[config.mk]
export PLATFORM = sky130hd
export DESIGN_NAME = sdram_port_arbiter
export DESIGN_NICKNAME = d
export VERILOG_FILES = /design/src/rtl/sdram_arb_pkg.sv /design/src/rtl/rr_picker.sv /design/src/rtl/sdram_port_arbiter.sv
export SDC_FILE = /design/constraint.sdc
export NUM_CORES = 1
export LEC_CHECK = 0
export CAP_MARGIN = 10
export CORE_AREA = 2 2 127 129
export DETAILED_ROUTE_END_ITERATION = 8
export DIE_AREA = 0 0 129 131
export GPL_TIMING_DRIVEN = 0
export PLACE_DENSITY = 0.81
export REMOVE_ABC_BUFFERS = 1
export SYNTH_ARGS = -nofsm -noshare
export SYNTH_HDL_FRONTEND = slang
export SYNTH_HIERARCHICAL = 1
export SYNTH_SLANG_ARGS = --single-unit
export TNS_END_PERCENT = 50
[constraint.sdc]
create_clock -name clock -period 5.8 [get_ports clock]
set_clock_uncertainty 0.15 [all_clocks]
set_input_delay 1.16 -clock clock [delete_from_list [all_inputs] [get_ports clock]]
set_output_delay 1.16 -clock clock [all_outputs]
set_load 0.02 [all_outputs]
[src/rtl/sdram_arb_pkg.sv]
// Shared types and constants for the SDRAM port arbiter.
// Latency: n/a (definitions only).
// Backpressure: n/a (definitions only).
package sdram_arb_pkg;

  typedef enum logic [1:0] {
    IDLE      = 2'd0,
    ISSUE     = 2'd1,
    WAIT_RESP = 2'd2
  } arb_state_e;

  localparam int DEFAULT_TIMEOUT = 1023;

  // Requester slots as wired in FullSystemTop.
  localparam int PORT_IFETCH = 0;
  localparam int PORT_DATA   = 1;
  localparam int PORT_LOADER = 2;

endpackage

[src/rtl/rr_picker.sv]
// Round-robin picker: first valid port after last_grant, wrapping around.
// Latency: purely combinational, zero cycles.
// Backpressure: none; the caller decides whether the pick is consumed.
//
// Ports:
//   valid      - per-port request vector
//   last_grant - index of the most recently served port
//   grant      - chosen index (0 when nothing is valid)
//   any_valid  - at least one port is requesting
module rr_picker #(
  parameter int NUM_PORTS = 3
) (
  input  logic [NUM_PORTS-1:0]         valid,
  input  logic [$clog2(NUM_PORTS)-1:0] last_grant,
  output logic [$clog2(NUM_PORTS)-1:0] grant,
  output logic                         any_valid
);

  localparam int IDX_W = $clog2(NUM_PORTS);

  logic [IDX_W-1:0] cand;

  always_comb begin
    grant     = '0;
    cand      = '0;
    any_valid = |valid;
    // Scan from the farthest candidate back to the nearest so that the
    // nearest valid port after last_grant is the one left in grant.
    for (int i = NUM_PORTS; i >= 1; i--) begin
      cand = IDX_W'((int'(last_grant) + i) % NUM_PORTS);
      if (valid[cand]) begin
        grant = cand;
      end
    end
  end

endmodule

[src/rtl/sdram_port_arbiter.sv]
// Shares one SDRAM controller request port among NUM_PORTS requesters, round-robin.
// Latency: accept -> mem_req_valid 1 cycle; mem_resp_valid -> resp_valid 1 cycle.
// Backpressure: one transaction in flight; req_ready only in IDLE, mem_req held until mem_req_ready.
//
// Ports:
//   clock, reset          - system clock, async active-high reset
//   req_*                 - flattened per-port request channel (port i at [i*W +: W])
//   resp_valid/rdata/err  - registered response strobe to the granted port
//   mem_req_*             - latched request to the SDRAM controller
//   mem_resp_*            - completion from the controller (reads and writes)
//   busy                  - a transaction is in progress
module sdram_port_arbiter
  import sdram_arb_pkg::*;
#(
  parameter int NUM_PORTS      = 3,
  parameter int ADDR_W         = 25,
  parameter int DATA_W         = 32,
  parameter int TIMEOUT_CYCLES = DEFAULT_TIMEOUT
) (
  input  logic                              clock,
  input  logic                              reset,
  input  logic [NUM_PORTS-1:0]              req_valid,
  output logic [NUM_PORTS-1:0]              req_ready,
  input  logic [NUM_PORTS*ADDR_W-1:0]       req_addr,
  input  logic [NUM_PORTS*DATA_W-1:0]       req_wdata,
  input  logic [NUM_PORTS*(DATA_W/8)-1:0]   req_wmask,
  input  logic [NUM_PORTS-1:0]              req_we,
  output logic [NUM_PORTS-1:0]              resp_valid,
  output logic [DATA_W-1:0]                 resp_rdata,
  output logic                              resp_err,
  output logic                              mem_req_valid,
  input  logic                              mem_req_ready,
  output logic [ADDR_W-1:0]                 mem_req_addr,
  output logic [DATA_W-1:0]                 mem_req_wdata,
  output logic [DATA_W/8-1:0]               mem_req_wmask,
  output logic                              mem_req_we,
  input  logic                              mem_resp_valid,
  input  logic [DATA_W-1:0]                 mem_resp_rdata,
  output logic                              busy
);

  localparam int IDX_W  = $clog2(NUM_PORTS);
  localparam int CNT_W  = $clog2(TIMEOUT_CYCLES + 1);
  localparam int MASK_W = DATA_W / 8;

  arb_state_e       state;
  logic [IDX_W-1:0] last_grant;
  logic [IDX_W-1:0] grant_q;
  logic [IDX_W-1:0] pick;
  logic             any_valid;
  logic [CNT_W-1:0] wd_cnt;
  logic             accept;
  logic             timeout_hit;

  rr_picker #(
    .NUM_PORTS (NUM_PORTS)
  ) u_picker (
    .valid      (req_valid),
    .last_grant (last_grant),
    .grant      (pick),
    .any_valid  (any_valid)
  );

  assign accept        = (state == IDLE) && any_valid;
  assign timeout_hit   = (wd_cnt == CNT_W'(TIMEOUT_CYCLES - 1));
  assign mem_req_valid = (state == ISSUE);
  assign busy          = (state != IDLE);

  // Grant is combinational from req_valid; it is masked during reset so
  // every output reads zero while reset is held.
  always_comb begin
    req_ready = '0;
    if (accept && !reset) begin
      req_ready[pick] = 1'b1;
    end
  end

  always_ff @(posedge clock or posedge reset) begin
    if (reset) begin
      state         <= IDLE;
      last_grant    <= IDX_W'(NUM_PORTS - 1);
      grant_q       <= '0;
      wd_cnt        <= '0;
      mem_req_addr  <= '0;
      mem_req_wdata <= '0;
      mem_req_wmask <= '0;
      mem_req_we    <= 1'b0;
      resp_valid    <= '0;
      resp_rdata    <= '0;
      resp_err      <= 1'b0;
    end else begin
      resp_valid <= '0;
      resp_err   <= 1'b0;
      case (state)
        IDLE: begin
          if (any_valid) begin
            grant_q       <= pick;
            mem_req_addr  <= req_addr[int'(pick)*ADDR_W +: ADDR_W];
            mem_req_wdata <= req_wdata[int'(pick)*DATA_W +: DATA_W];
            mem_req_wmask <= req_wmask[int'(pick)*MASK_W +: MASK_W];
            mem_req_we    <= req_we[pick];
            state         <= ISSUE;
          end
        end
        ISSUE: begin
          if (mem_req_ready) begin
            wd_cnt <= '0;
            state  <= WAIT_RESP;
          end
        end
        WAIT_RESP: begin
          wd_cnt <= wd_cnt + CNT_W'(1);
          // A real completion wins over the watchdog on the same cycle.
          if (mem_resp_valid || timeout_hit) begin
            resp_valid[grant_q] <= 1'b1;
            resp_rdata          <= mem_resp_valid ? mem_resp_rdata : '0;
            resp_err            <= !mem_resp_valid;
            last_grant          <= grant_q;
            state               <= IDLE;
          end
        end
        default: state <= IDLE;
      endcase
    end
  end

endmodule

# Word-level counts from Yosys, hierarchy flattened
# Index checks and enable logic that the tools add are counted.
[op_classes]
shift = 3
n_mux = 27
add_sub_neg = 4
multipliers = 1
n_eq_ne = 6
div_mod_pow = 3
order_cmp = 7
reduce_logical = 15
[op_table]
columns = ["op", "count"]
rows = [
  ["$mod A32 B3 Y32 const B", 3],
  ["$shiftx A96 B8 Y32", 1],
  ["$shiftx A75 B8 Y25", 1],
  ["$mux W32", 1],
  ["$pmux W10 S2", 1],
  ["$lt A2 B3 Y1 const B", 5],
  ["$mux W2", 6],
  ["$shiftx A12 B5 Y4", 1],
  ["$add A10 B1 Y10 const B", 1],
  ["$eq A10 B10 Y1 const B", 1],
  ["$mux W10", 1],
  ["$mux W3", 3],
  ["$bmux W1 S2", 4],
  ["$mux W1", 8],
  ["$mul A2 B5 Y7 const B", 1],
  ["$add A2 B2 Y3 const B", 2],
  ["$pmux W2 S3", 1],
  ["$reduce_and A2 Y1", 3],
  ["$demux W1 S2", 2],
  ["$ge A2 B1 Y1 const B", 2],
  ["$logic_and A1 B1 Y1", 4],
  ["$ne A2 B2 Y1 const B", 2],
  ["$reduce_bool A2 Y1", 2],
  ["$add A2 B1 Y3 const B", 1],
  ["8 further kinds", 9],
]
[word_totals]
ff_bits = 114
elab_cells = 77

# Logic depth before layout (Yosys ltp)
# Gate-level depths: netlist of run 1.
[depth]
word_depth = 12
mapped_depth = 10

# Modules after synthesis
# The synthesis of run 1 kept the hierarchy.
[modules_own_cells]
columns = ["mod", "area_each_um2", "n_inst", "cells_each"]
rows = [
  ["sdram_port_arbiter", 5936.9, 1, 595],
  ["rr_picker", 150.1, 1, 20],
]

# Least setup slack after synthesis of run 1
# OpenSTA, ideal clock, no wires.
[synth_timing]
path_kind = "input to output"
start = "in reset"
end = "out req_ready[1]"
slack_ns = 0.400
stages = 2
t_required_ns = 4.490
n_path_buf = 0
arrival_time_ns = 4.090
path_cell_list = "inv_1 -> and3_1"
[synth_between]
elab_chain_len = 3
[synth_lines]
columns = ["element", "line", "text"]
rows = [
  ["start, declared", "sdram_port_arbiter.sv:21", "input logic reset,"],
  ["$logic_not A1 Y1 (no line)", "-", ""],
  ["$logic_and A1 B1 Y1", "sdram_port_arbiter.sv:73", "if (accept && !reset) begin"],
  ["$mux W3", "sdram_port_arbiter.sv:73", ""],
  ["end, declared", "sdram_port_arbiter.sv:23", "output logic [NUM_PORTS-1:0] req_ready,"],
]
# No other way between the ends.

# Worst setup path after layout of run 1
[layout_timing]
start = "in req_valid[0]"
end = "out req_ready[1]"
[layout_between]
elab_chain_len = 10
[layout_lines]
columns = ["element", "line", "text"]
rows = [
  ["start, declared", "sdram_port_arbiter.sv:22", "input logic [NUM_PORTS-1:0] req_valid,"],
  ["$bmux W1 S2", "rr_picker.sv:31", "if (valid[cand]) begin"],
  ["$mux W1 (implied by the code)", "rr_picker.sv:31", ""],
  ["$mux W2 (2 in series)", "rr_picker.sv:31", ""],
  ["$mux W2 (*)", "rr_picker.sv:31", ""],
  ["named net pick[0]", "sdram_port_arbiter.sv:49", "logic [IDX_W-1:0] pick;"],
  ["$lt A2 B3 Y1 (implied by the code) or $ge A2 B1 Y1 (tied branches)", "sdram_port_arbiter.sv:74", "req_ready[pick] = 1'b1;"],
  ["$logic_and A1 B1 Y1 (implied by the code)", "sdram_port_arbiter.sv:74", ""],
  ["$mux W1 (implied by the code)", "sdram_port_arbiter.sv:74", ""],
  ["$demux W1 S2 (*)", "sdram_port_arbiter.sv:74", ""],
  ["$mux W3 (*)", "sdram_port_arbiter.sv:73", ""],
]
# The timed path passes the listed nets; every way through them passes the cells marked *. The select of a mux whose other input is x is not followed.

==> results of run 1 <==
==> where the power goes <==
part	switching (uW)	internal, uW	leakage [uW]
clock network	359	838	0.000330
registers	244	1170	0.00127
logic	1440	1430	0.00266
==> layer usage <==
| metal | vias up | track usage [%] | part of all wire [%] |
|---|---|---|---|
| met1 | 2885 | 26.3 | 39 |
| met5 | - | 0 | 0 |
| met4 | 0 | 7.86 | 2.0 |
| met2 | 210 | 40.6 | 51 |
| li1 | 2896 | - | - |
| met3 | 30 | 6.60 | 7.7 |
==> synth_stat cells, drive strengths merged (2+ instances only) <==
library cell | number | share of area [%]
and4b | 3 | 0.49
mux2i | 64 | 11
o21ai | 41 | 3.4
or3 | 2 | 0.21
a31oi | 3 | 0.31
buf | 38 | 3.6
nand2 | 40 | 2.5
nor4b | 3 | 0.43
and2b | 2 | 0.25
o311ai | 3 | 0.43
inv | 9 | 0.55
nor2b | 6 | 0.62
nand2b | 2 | 0.21
a21boi | 2 | 0.31
and3 | 4 | 0.41
clkbuf | 17 | 1.1
nand3 | 6 | 0.49
a21o | 3 | 0.37
nand3b | 2 | 0.25
ha | 5 | 1.0
dfrtp | 113 | 46
o211ai | 2 | 0.25
nand4 | 3 | 0.41
o41ai | 2 | 0.29
mux2 | 2 | 0.37
a22oi | 32 | 3.9
and4 | 3 | 0.43
a2bb2oi | 62 | 8.9
nor2 | 63 | 3.9
a221oi | 3 | 0.43
a21oi | 64 | 5.3
nor4 | 2 | 0.21
nor3b | 2 | 0.33
==> state kept, by name, summed over array words and instances (netlist names), 2 cells and up <==
register and cells:
resp_rdata 32, mem_req_wdata 32, mem_req_addr 25, state 2, last_grant 2, grant_q 2, resp_valid 3, wd_cnt 10
mem_req_wmask 4
==> logic make-up after synthesis <==
group                      synth area share, %
AOI/OAI and AO/OA                         24.3
xor gates and xnor gates                 0.144
adders and majority gates                 1.03
buffers and inverters                     5.26
DFF                                       46.9
muxes                                     10.9
and+or+nand+nor                           11.5
==> worst max-delay path by stage <==
stage / slack, ns / to / from / cells past startpoint
floorplan: -9.13 / req_ready[1] / req_valid[1] / 5
global placement: -19.07 / req_ready[1] / req_valid[2] / 7
detailed placement: 0.17 / req_ready[1] / req_valid[0] / 7
CTS: 0.17 / req_ready[1] / req_valid[0] / 7
global route: 0.02 / req_ready[1] / req_valid[0] / 7
finish: 0.22 / req_ready[1] / req_valid[0] / 7
==> critical path: cells and delay by family <==
family / cells / cell delay [ns]
AO/OA/AOI/OAI: 2 / 0.90
buffers and inverters: 2 / 1.09
AND/OR/NAND/NOR: 3 / 1.10
==> cell type report <==
cell class | count | area (um2) | area share (%)
clock buffer | 22 | 474 | 4.57
clock inverter | 10 | 203 | 1.95
inverter | 9 | 38.8 | 0.374
multi-input combinational | 437 | 2960 | 28.6
sequential | 114 | 2850 | 27.5
tap | 216 | 270 | 2.60
timing repair buffer | 342 | 3570 | 34.4
==> stage by stage <==
stage,hold slack (ns),setup TNS [ns],worst slack (ns),utilization [%],cell area [um2]
2_1_floorplan,0.310,-512.19,-9.13,-,5800
3_3_place_gp,0.328,-1144.99,-19.07,59.9,9340
3_5_place_dp,0.346,0,0.174,62.2,9700
4_1_cts,0.354,0,0.170,66.5,10400
5_1_grt,0.361,0,0.0199,66.5,10400
6_report,0.357,0,0.215,66.5,10400
==> impl_metrics.tcl, run 1 <==
set metrics [dict create \
    grt_pass1_vias 5801 \
    hold_start "wd_cnt[9]" \
    cts_resized 0 \
    htreeDepth 4 \
    crit_top_cell "clkdlybuf4s50_1" \
    ioPinCount 328 \
    initialDrtViolationCount 269 \
    ys_seq_area_share_pct 46.9 \
    placed_cells 1118 \
    synth.cell_area_mm2 0.00609 \
    yosys_warnings 6 \
    first_pass_iters 5 \
    drtAntennaViolNets 0 \
    p_leak_uw 0.00426 \
    start_util_pct 39.0 \
    syn_avg_cell_area_um2 9.90 \
    run_status "completed" \
    die_x_um 129 \
    cp_slowest_cell "a221oi_4" \
    routed_wl_um 19800 \
    setup_viol 0 \
    nets 1151 \
    rr_startpoint "last_grant[1]" \
    via_per_inst 5.24 \
    ctsHoldBuffers 0 \
    ys_types 48 \
    ys_seq_elements 114 \
    worstRegToRegCells 9 \
    io_buffers 327 \
    synth_edf_count 0 \
    area_growth_pct 70.4 \
    max_freq_ghz 0.179 \
    diodes 0 \
    ys_async_sr_fraction_pct 100 \
    worstSetupPathType "in2out" \
    cts_setup_buffers 0 \
    fp.dieArea_mm2 0.0169 \
    worst_pin_slew_ns 1.20 \
    p_total_uw 5480 \
    cts_buffers 17 \
    core_area_mm2 0.0156 \
    fillers 1263 \
    min_period_ns 5.58 \
    min_path_type "reg2reg" \
    grt-ovfl-total 0 \
    synth_ff_type "dfrtp_1" \
    drive_gt1_share_pct 6.10 \
    hold_end "wd_cnt[9]" \
    routedWlPerCell_um 17.2 \
    start_kind "input port" \
    min_period_over_period_pct 96.3 \
    slowest_delay_ns 0.80 \
    grt_pass1_wl_um 30000 \
    route.vias.total 6021 \
    cts-root-buf "clkbuf_16" \
    clockBufferDepth 2 \
    path_clk_slew_ns 0.06 \
    holdPathStages 1 \
    ir_worst_vdd_v 0.000277 \
    final_common_cell "clkdlybuf4s50_1" \
    slew_headroom_pct 20.1 \
    rsz0062_at_grt "false" \
    worst-path-max-fanout 27 \
    grt_max_degree 95 \
    drv_slew 0 \
    clk_latency_ns 0.41 \
    p_per_area_mw_per_mm2 528 \
    drc_errors 0 \
    cp_data_required_time_ns 4.49 \
    final_hold_viol_count 0 \
    cts_sinks 114 \
    grt_use_total_pct 22.8 \
    place.gp.congestion 0.812 \
    crit_chain "clkdlybuf4s50_1 -> nand2b_1 -> o21ai_1 -> a221oi_4 -> nor2b_4 -> and3_1 -> clkdlybuf4s50_1" \
    dp_hpwl_um 14700 \
    cts_tree "yes" \
    syn_inst 615 \
    max_cap_viol_count 0 \
    die_h_um 131 \
    grt_antenna_before_repair 0 \
    end_kind "primary output" \
    r2r-end "mem_req_wdata[27]" \
    rows 46 \
    crit_arrival_ns 4.27 \
    rrSetupSlack_ns 2.25 \
    instances_no_fill 1150 \
    final_cell_mix "327 x clkdlybuf4s50_1, 113 x dfrtp_1, 64 x a21oi_1, 64 x mux2i_1, 63 x nor2_1" \
]
No activity file was read; power rests on OpenSTA's default activity.
==> run 2, diff against run 1 <==
--- a/config.mk
+++ b/config.mk
@@ -10,6 +10,7 @@
 export DETAILED_ROUTE_END_ITERATION = 8
 export DIE_AREA = 0 0 129 131
 export GPL_TIMING_DRIVEN = 0
+export MAX_ROUTING_LAYER = met4
 export PLACE_DENSITY = 0.81
 export REMOVE_ABC_BUFFERS = 1
 export SYNTH_ARGS = -nofsm -noshare
==> impl_metrics.tcl, run 2 (synthesis gave the netlist of run 1 again) <==
set metrics [dict create \
    io_buffers 327 \
    max_cap_viol_count 0 \
    max_freq_ghz 0.179 \
    grt_pass1_wl_um 30000 \
    placed_cells 1118 \
    rsz0062_at_grt "false" \
    grt_max_degree 95 \
    placed_area_mm2 0.00970 \
    cts_resized 0 \
    fin_ws_ns 0.205 \
    start_util_pct 39.0 \
    min_path_type "reg2reg" \
    routedWlPerCell_um 17.2 \
    crit_arrival_ns 4.28 \
    via_per_inst 5.21 \
    instances_no_fill 1150 \
    worst-path-max-fanout 27 \
    pwr-share-comb_pct 52.4 \
    cp_data_required_time_ns 4.49 \
    setup_viol 0 \
    min_period_over_period_pct 96.5 \
    end_kind "primary output" \
    worstSetupPathType "in2out" \
    htreeDepth 4 \
    cts_setup_buffers 0 \
    clk_latency_ns 0.40 \
    final_hold_viol_count 0 \
    routed_wl_um 19700 \
    cts-root-buf "clkbuf_16" \
    regArea_mm2 0.00285 \
    final_common_cell "clkdlybuf4s50_1" \
    final_cell_mix "327 x clkdlybuf4s50_1, 113 x dfrtp_1, 64 x a21oi_1, 64 x mux2i_1, 63 x nor2_1" \
    final_area_mm2 0.0104 \
    cts_tree "yes" \
    drc_errors 0 \
    ioPinCount 328 \
    nets 1151 \
    start_kind "input port" \
    pre_cts_ws_ns 0.174 \
    p_clk_share_pct 21.8 \
    p_sw_uw 2040 \
    p_sw_share_pct 37.3 \
    p_per_area_mw_per_mm2 527 \
    run_status "completed" \
    internal_power_uw 3430 \
    grt_pass1_vias 5798 \
    cts_sinks 114 \
    top_regs "mem_req_wdata x32, resp_rdata x32, mem_req_addr x25" \
    route.vias.total 5990 \
    ctsHoldBuffers 0 \
    core_area_mm2 0.0156 \
    diodes 0 \
    fillers 1263 \
    drtAntennaViolNets 0 \
    grt-ovfl-total 0 \
    dp_hpwl_um 14700 \
    initialDrtViolationCount 258 \
    grt_use_total_pct 23.5 \
    rrSetupSlack_ns 2.24 \
    fp.dieArea_mm2 0.0169 \
    path_clk_slew_ns 0.05 \
    slew_headroom_pct 20.4 \
    grt_antenna_before_repair 0 \
    cts_buffers 17 \
    ir_worst_vdd_v 0.000277 \
    seqPwrFrac_pct 25.8 \
    area_growth_pct 70.4 \
    p_leak_uw 0.00426 \
    drive_gt1_share_pct 6.10 \
    min_period_ns 5.59 \
    place.gp.congestion 0.824 \
    die_x_um 129 \
    multi_input_area_mm2 0.00296 \
    die_h_um 131 \
    rows 46 \
    drv_slew 0 \
    clockBufferDepth 2 \
    first_pass_iters 5 \
    worst_pin_slew_ns 1.19 \
]
-- run 2: cell counts in the layout (fill, tap and decap cells not counted) --
Identical to the previous run, type by type.
-- run 2: layout make-up --
class | instances | area share, %
timing repair buffer | 342 | 34.4
tap | 216 | 2.60
inverter | 9 | 0.374
sequential | 114 | 27.5
multi-input combinational | 437 | 28.6
clock buffer | 22 | 4.57
clock inverter | 10 | 1.95
-- run 2: worst paths after layout --
kind                                     from                 to  depth (start not counted)
worst min register to register      wd_cnt[9]          wd_cnt[9]                          1
worst min-delay path                wd_cnt[9]          wd_cnt[9]                          1
worst max register to register  last_grant[1]  mem_req_wdata[27]                          9
worst max-delay path             req_valid[0]       req_ready[1]                          7
max in group asynchronous               reset    mem_req_addr[0]                          3
min in group asynchronous               reset          wd_cnt[9]                          2
-- run 2: metal layers --
metal	track usage, %	share of wire, %	wire length [um]	vias to the layer above
li1	-	-	-	2898
met5	-	0	0	-
met1	26.7	39	7660	2853
met2	40.6	52	10200	213
met4	7.80	1.8	356	0
met3	5.99	7.5	1480	26
-- run 2: through the flow --
step,hold slack [ns],utilization (%),power (uW),TNS (ns)
global route,0.361,66.5,5800,0
global placement,0.328,59.9,4300,-1144.99
finish,0.358,66.5,5470,0
CTS,0.354,66.5,5520,0
detailed placement,0.346,62.2,4300,0
floorplan,0.310,-,3060,-512.19
-- run 2: critical path, stage by stage --
cell and delay (ns):
clkdlybuf4s50_1 0.49, nand2b_1 0.12, o21ai_1 0.10, a221oi_4 0.81
nor2b_4 0.74, and3_1 0.24, clkdlybuf4s50_1 0.60
-- run 2: power groups by stage --
stage                     Combinational [uW]  Sequential (uW)  Clock [uW]
after global routing                    3090             1460        1250
after global placement                  2900             1400           0
after CTS                               2900             1410        1210
final                                   2870             1410        1190
after detailed placement                2880             1420           0
after floorplan                         1250             1810           0
